==> src/rtl/rle_text_decoder.sv <==
// rle_text_decoder: expands (char, count, eol) RLE pairs into a one-beat-per-
// character stream with newline beats, tracking column/line position.
module rle_text_decoder #(
    parameter int CHAR_W   = 8,
    parameter int COUNT_W  = 8,
    parameter int LINE_W   = 12,
    parameter int MAX_COLS = 128
) (
    input  logic               iclk,
    input  logic               ireset,
    input  logic               s_valid,
    output logic               s_ready,
    input  logic [CHAR_W-1:0]  s_char,
    input  logic [COUNT_W-1:0] s_count,
    input  logic               s_eol,
    output logic               m_valid,
    input  logic               m_ready,
    output logic [CHAR_W-1:0]  m_char,
    output logic               m_eol,
    output logic [15:0]        o_col,
    output logic [LINE_W-1:0]  o_line,
    output logic               o_err_ovf,
    output logic               o_busy
);

    localparam logic [CHAR_W-1:0]  NL_CHAR  = CHAR_W'(10);
    localparam logic [15:0]        COL_LIM  = 16'(MAX_COLS);
    localparam logic [15:0]        COL_MAX  = 16'hFFFF;
    localparam logic [COUNT_W-1:0] REM_ONE  = COUNT_W'(1);
    localparam logic [COUNT_W-1:0] REM_ZERO = '0;

    typedef enum logic [1:0] {IDLE, RUN, NL} state_t;

    state_t             state_reg, state_next;
    logic [COUNT_W-1:0] rem_reg, rem_next;
    logic [CHAR_W-1:0]  char_reg, char_next;
    logic               eol_reg, eol_next;
    logic               m_valid_reg, m_valid_next;
    logic [CHAR_W-1:0]  m_char_reg, m_char_next;
    logic               m_eol_reg, m_eol_next;
    logic [15:0]        col_reg;
    logic [LINE_W-1:0]  line_reg;
    logic               ovf_reg;
    logic               beat_acc;
    logic               load_ok;

    assign beat_acc = m_valid_reg && m_ready;

    // Next-state / output-register logic; load_ok marks a cycle where a new pair may be taken
    always_comb begin
        state_next   = state_reg;
        rem_next     = rem_reg;
        char_next    = char_reg;
        eol_next     = eol_reg;
        m_valid_next = m_valid_reg;
        m_char_next  = m_char_reg;
        m_eol_next   = m_eol_reg;
        load_ok      = 1'b0;

        case (state_reg)
            IDLE: begin
                load_ok = 1'b1;
            end
            RUN: begin
                if (beat_acc) begin
                    if (rem_reg > REM_ONE) begin
                        rem_next = rem_reg - REM_ONE;
                    end else if (eol_reg) begin
                        // Newline follows the run; input stays blocked until it is taken
                        m_char_next = NL_CHAR;
                        m_eol_next  = 1'b1;
                        state_next  = NL;
                    end else begin
                        load_ok      = 1'b1;
                        m_valid_next = 1'b0;
                        state_next   = IDLE;
                    end
                end
            end
            NL: begin
                if (beat_acc) begin
                    load_ok      = 1'b1;
                    m_valid_next = 1'b0;
                    state_next   = IDLE;
                end
            end
            default: begin
                state_next   = IDLE;
                m_valid_next = 1'b0;
            end
        endcase

        // A pair taken here overrides the fall-back to IDLE, giving bubble-free output
        if (load_ok && s_valid && !ireset) begin
            if (s_count != REM_ZERO) begin
                char_next    = s_char;
                rem_next     = s_count;
                eol_next     = s_eol;
                m_valid_next = 1'b1;
                m_char_next  = s_char;
                m_eol_next   = 1'b0;
                state_next   = RUN;
            end else if (s_eol) begin
                m_valid_next = 1'b1;
                m_char_next  = NL_CHAR;
                m_eol_next   = 1'b1;
                state_next   = NL;
            end else begin
                m_valid_next = 1'b0;
                state_next   = IDLE;
            end
        end
    end

    // State, run registers and the presented output beat
    always_ff @(posedge iclk) begin
        if (ireset) begin
            state_reg   <= IDLE;
            rem_reg     <= '0;
            char_reg    <= '0;
            eol_reg     <= 1'b0;
            m_valid_reg <= 1'b0;
            m_char_reg  <= '0;
            m_eol_reg   <= 1'b0;
        end else begin
            state_reg   <= state_next;
            rem_reg     <= rem_next;
            char_reg    <= char_next;
            eol_reg     <= eol_next;
            m_valid_reg <= m_valid_next;
            m_char_reg  <= m_char_next;
            m_eol_reg   <= m_eol_next;
        end
    end

    // Column/line position and sticky overflow, advanced only on accepted beats
    always_ff @(posedge iclk) begin
        if (ireset) begin
            col_reg  <= '0;
            line_reg <= '0;
            ovf_reg  <= 1'b0;
        end else if (beat_acc) begin
            if (m_eol_reg) begin
                line_reg <= line_reg + 1'b1;
                col_reg  <= '0;
            end else begin
                if (col_reg != COL_MAX) begin
                    col_reg <= col_reg + 16'd1;
                end
                if (col_reg == COL_LIM) begin
                    ovf_reg <= 1'b1;
                end
            end
        end
    end

    assign s_ready   = !ireset && load_ok;
    assign m_valid   = m_valid_reg;
    assign m_char    = m_char_reg;
    assign m_eol     = m_eol_reg;
    assign o_col     = col_reg;
    assign o_line    = line_reg;
    assign o_err_ovf = ovf_reg;
    assign o_busy    = (state_reg != IDLE);

endmodule

==> config.mk <==
export PLATFORM = sky130hd
export DESIGN_NAME = rle_text_decoder
export DESIGN_NICKNAME = d
export VERILOG_FILES = /design/src/rtl/rle_text_decoder.sv
export SDC_FILE = /design/constraint.sdc
export NUM_CORES = 1
export LEC_CHECK = 0
export CAP_MARGIN = 40
export CORE_MARGIN = 8
export CORE_UTILIZATION = 51
export CTS_BUF_LIST = sky130_fd_sc_hd__clkbuf_8
export CTS_CLUSTER_DIAMETER = 50
export CTS_CLUSTER_SIZE = 40
export DETAILED_ROUTE_END_ITERATION = 6
export GPL_ROUTABILITY_DRIVEN = 0
export GPL_TIMING_DRIVEN = 0
export PLACE_DENSITY_LB_ADDON = 0.12
export SKIP_CTS_REPAIR_TIMING = 1
export SLEW_MARGIN = 10
export SYNTH_ARGS = -nofsm -noshare
export SYNTH_HDL_FRONTEND = slang
export SYNTH_SLANG_ARGS = --single-unit
==> constraint.sdc <==
create_clock -name iclk -period 2.2 [get_ports iclk]
set_input_delay 0.33 -clock iclk [delete_from_list [all_inputs] [get_ports iclk]]
set_output_delay 0.33 -clock iclk [all_outputs]
set_load 0.02 [all_outputs]
==> out/metrics.csv <==
stage;metric;value;unit
run_status;status;finished, violations left;
run_status;violations;negative setup slack;
synth;synth_compound_area_share;15.6;%
timing;finalSetupViolCount;1;
global_route;antenna_found_initial;0;
global_route;overflow;0;
cells_and_area;layout_common_cells;clkdlybuf4s50_1 (59), dfxtp_1 (48), nor2_1 (38);
synth;syn_area;2510;um^2
clock_tree;clockBufferDepth;2;
hold_path;worstHoldPathType;input pin to register;
synth;synth_top_area_cell;dfxtp_1;
timing;worst_slack;-0.0614;ns
timing;slew_viol_final;0;
synth;synth_fa_ha_area_share;2.49;%
pwr;power.total;1.77;mW
worst_setup_path;critPathArrivalTime;1.93;ns
cells_and_area;antennaDiodeCount;0;
pwr;power_frac_comb;16.8;%
cells_and_area;largest_register_ffs;16;
cells_and_area;finalNetCount;382;
pwr;p_leak;1.21;nW
pwr;seq_power_share;54.7;%
cells_and_area;drive_gt1_share;11.8;%
clock_tree;worst_skew_pair.late_latency;0.31;ns
floorplanning;core_area;4720;um^2
synth;synth_edf_count;0;
synth;netlist_top_cells_area;dfxtp_1 (40%), xnor2_1 (6.3%), nor2_1 (5.7%);
synth;yosysTopAreaCellShare;39.9;%
run;cap_viol_max_count;0;
timing;fin_skew;0.0117;ns
timing;fmax;442;MHz
synth;yosys_most_used_dff;dfxtp_1;
pwr;p_int;1.30;mW
synth;synth_seq_cells;50;
global_route;grt_max_degree;15;
worst_setup_path;critPathMaxFanout;5;
synth;ys_warn_count;0;
place;place_area;3190;um^2
floorplanning;die-area;7420;um^2
pwr;ir_drop;0.287;mV
worst_setup_path;required;1.87;ns
clock_tree;htreeDepth;2;
cells_and_area;area_growth;32.7;%
floorplanning;rows;25;
route;first_pass_iters;5;
timing;tightest_slew;0.568;ns
place;place_inst;410;
cells_and_area;fin_cells;423;
route;vias;2317;
global_route;grt_usage;17.1;%
route;routed_via_density;5.48;
timing;slew_headroom;61.8;%
cells_and_area;nFillCells;360;
pwr;p_sw;0.470;mW
cells_and_area;postLayoutCoreUtil;70.5;%
synth;synth_top_family_by_area;simple AND/OR/NAND/NOR gates;
timing;fin_crit;2.26;ns
route;wire_per_inst;15.1;um
route;wirelength;6380;um
global_route;grt_pass1_wl;10300;um
clock_tree;cts_root_buf;clkbuf_8;
pwr;swShare;26.6;%
worst_setup_path;startpoint_type;register;
synth;synth_xor_area_share;9.08;%
clock_tree;path_clk_slew;0.08;ns
pwr;p_clk_share;28.5;%
synth;muxShareOfSynthArea;1.70;%
global_route;grt_pass1_vias;2203;
synth;avgSynthCellArea;8.86;um^2
pwr;power_density;532;nW/um^2
route;drtIter0Drc;117;
synth;synthArstFlopShare;0;%
route;drc;0;
timing;period_share;103;%
place;post-dp-hpwl;4700;um
timing;finalSetupTns;-0.0614;ns
floorplanning;die_h;86.1;um
floorplanning;ioPinCount;62;
cells_and_area;final_area;3330;um^2
place;port_buffers;60;
clock_tree;numClockSinks;50;
floorplanning;start_util;53.1;%
worst_setup_path;critPathCaptureType;primary output;
synth;netlist_instances;283;
worst_setup_path;crit_type;register to primary output;
route;ant_nets;0;
synth;synth-simple-area-share;28.0;%
floorplanning;die_w;86.1;um
timing;rsz0062_at_grt;true;
synth;synth_cell_types;52;
clock_tree;cts_tree;done;
synth;yosysSeqAreaShare;39.9;%
cells_and_area;final_common_cell;clkdlybuf4s50_1;
clock_tree;cts_buffers;5;
timing;timing.hold.ws;0.468;ns
timing;finalHoldViolations;0;
place;pre_cts_ws;-0.550;ns
synth;synthesis.nets;309;
## metal layers
| layer | vias to the layer above | share of wire, % | track usage (%) |
|---|---|---|---|
| met5 | - | 0 | 0 |
| met4 | 0 | 1.4 | 5.25 |
| met3 | 8 | 7.5 | 5.16 |
| met2 | 78 | 45 | 26.4 |
| met1 | 1075 | 46 | 22.1 |
| li1 | 1156 | - | - |
## power by group through the flow
stage | logic (mW) | registers [mW] | clock network [mW]
2_1_floorplan | 0.143 | 1.00 | 0
3_3_place_gp | 0.275 | 0.987 | 0
3_5_place_dp | 0.278 | 0.988 | 0
4_1_cts | 0.279 | 0.967 | 0.520
5_1_grt | 0.322 | 0.973 | 0.558
6_report | 0.297 | 0.968 | 0.505
## cells in the mapped netlist (2+ instances only)
cell,number
dfxtp_1,50
nor2_1,38
nand2_1,24
xnor2_1,18
a21oi_1,11
and3_1,11
inv_1,10
o21ai_0,10
nand3_1,8
nand4_1,8
xor2_1,8
nor4_1,7
a22o_1,6
clkbuf_1,6
ha_1,5
a31oi_1,4
or3_1,4
nand4b_1,3
nor2b_1,3
nor3_1,3
a2111oi_2,2
a211o_1,2
a211oi_1,2
a41o_1,2
buf_2,2
mux2_2,2
mux2i_1,2
nor4_4,2
nor4b_1,2
o221a_2,2
o31a_1,2
or2_2,2
or3_4,2
or4_4,2
## cell type report
class / instances / area, um^2 / area share [%]
plain buffers: 10 / 46.3 / 1.39
clock inverters: 2 / 10.0 / 0.301
well taps: 67 / 83.8 / 2.52
multi-input cells: 213 / 1430 / 43.1
clock buffers: 5 / 68.8 / 2.07
flip-flops and latches: 50 / 1010 / 30.2
repair buffers: 66 / 643 / 19.3
inverters: 10 / 37.5 / 1.13
## path summary, 6_finish.rpt
check         endpoint  slack (ns)  depth (start not counted)       start
max reg2reg  m_char[7]        0.14                          7  rem_reg[0]
min reg2reg  m_char[0]        0.48                          1   m_char[0]
min          o_line[5]        0.47                          2      ireset
max            s_ready       -0.06                          6  rem_reg[3]
## logic make-up after synthesis
logic type / after synthesis
buf+inv: 20
mux: 4
flops: 50
fa+ha+maj: 5
compound gates: 52
simple gates: 126
xor+xnor: 26
## critical path, cell delays in order, from the launching register on
cell	delay, ns
dfxtp_4	0.37
nor4_4	0.40
nand3_2	0.17
o31a_1	0.26
o22a_1	0.17
nor2_1	0.11
buf_4	0.16
No activity file was read; power rests on OpenSTA's default activity.
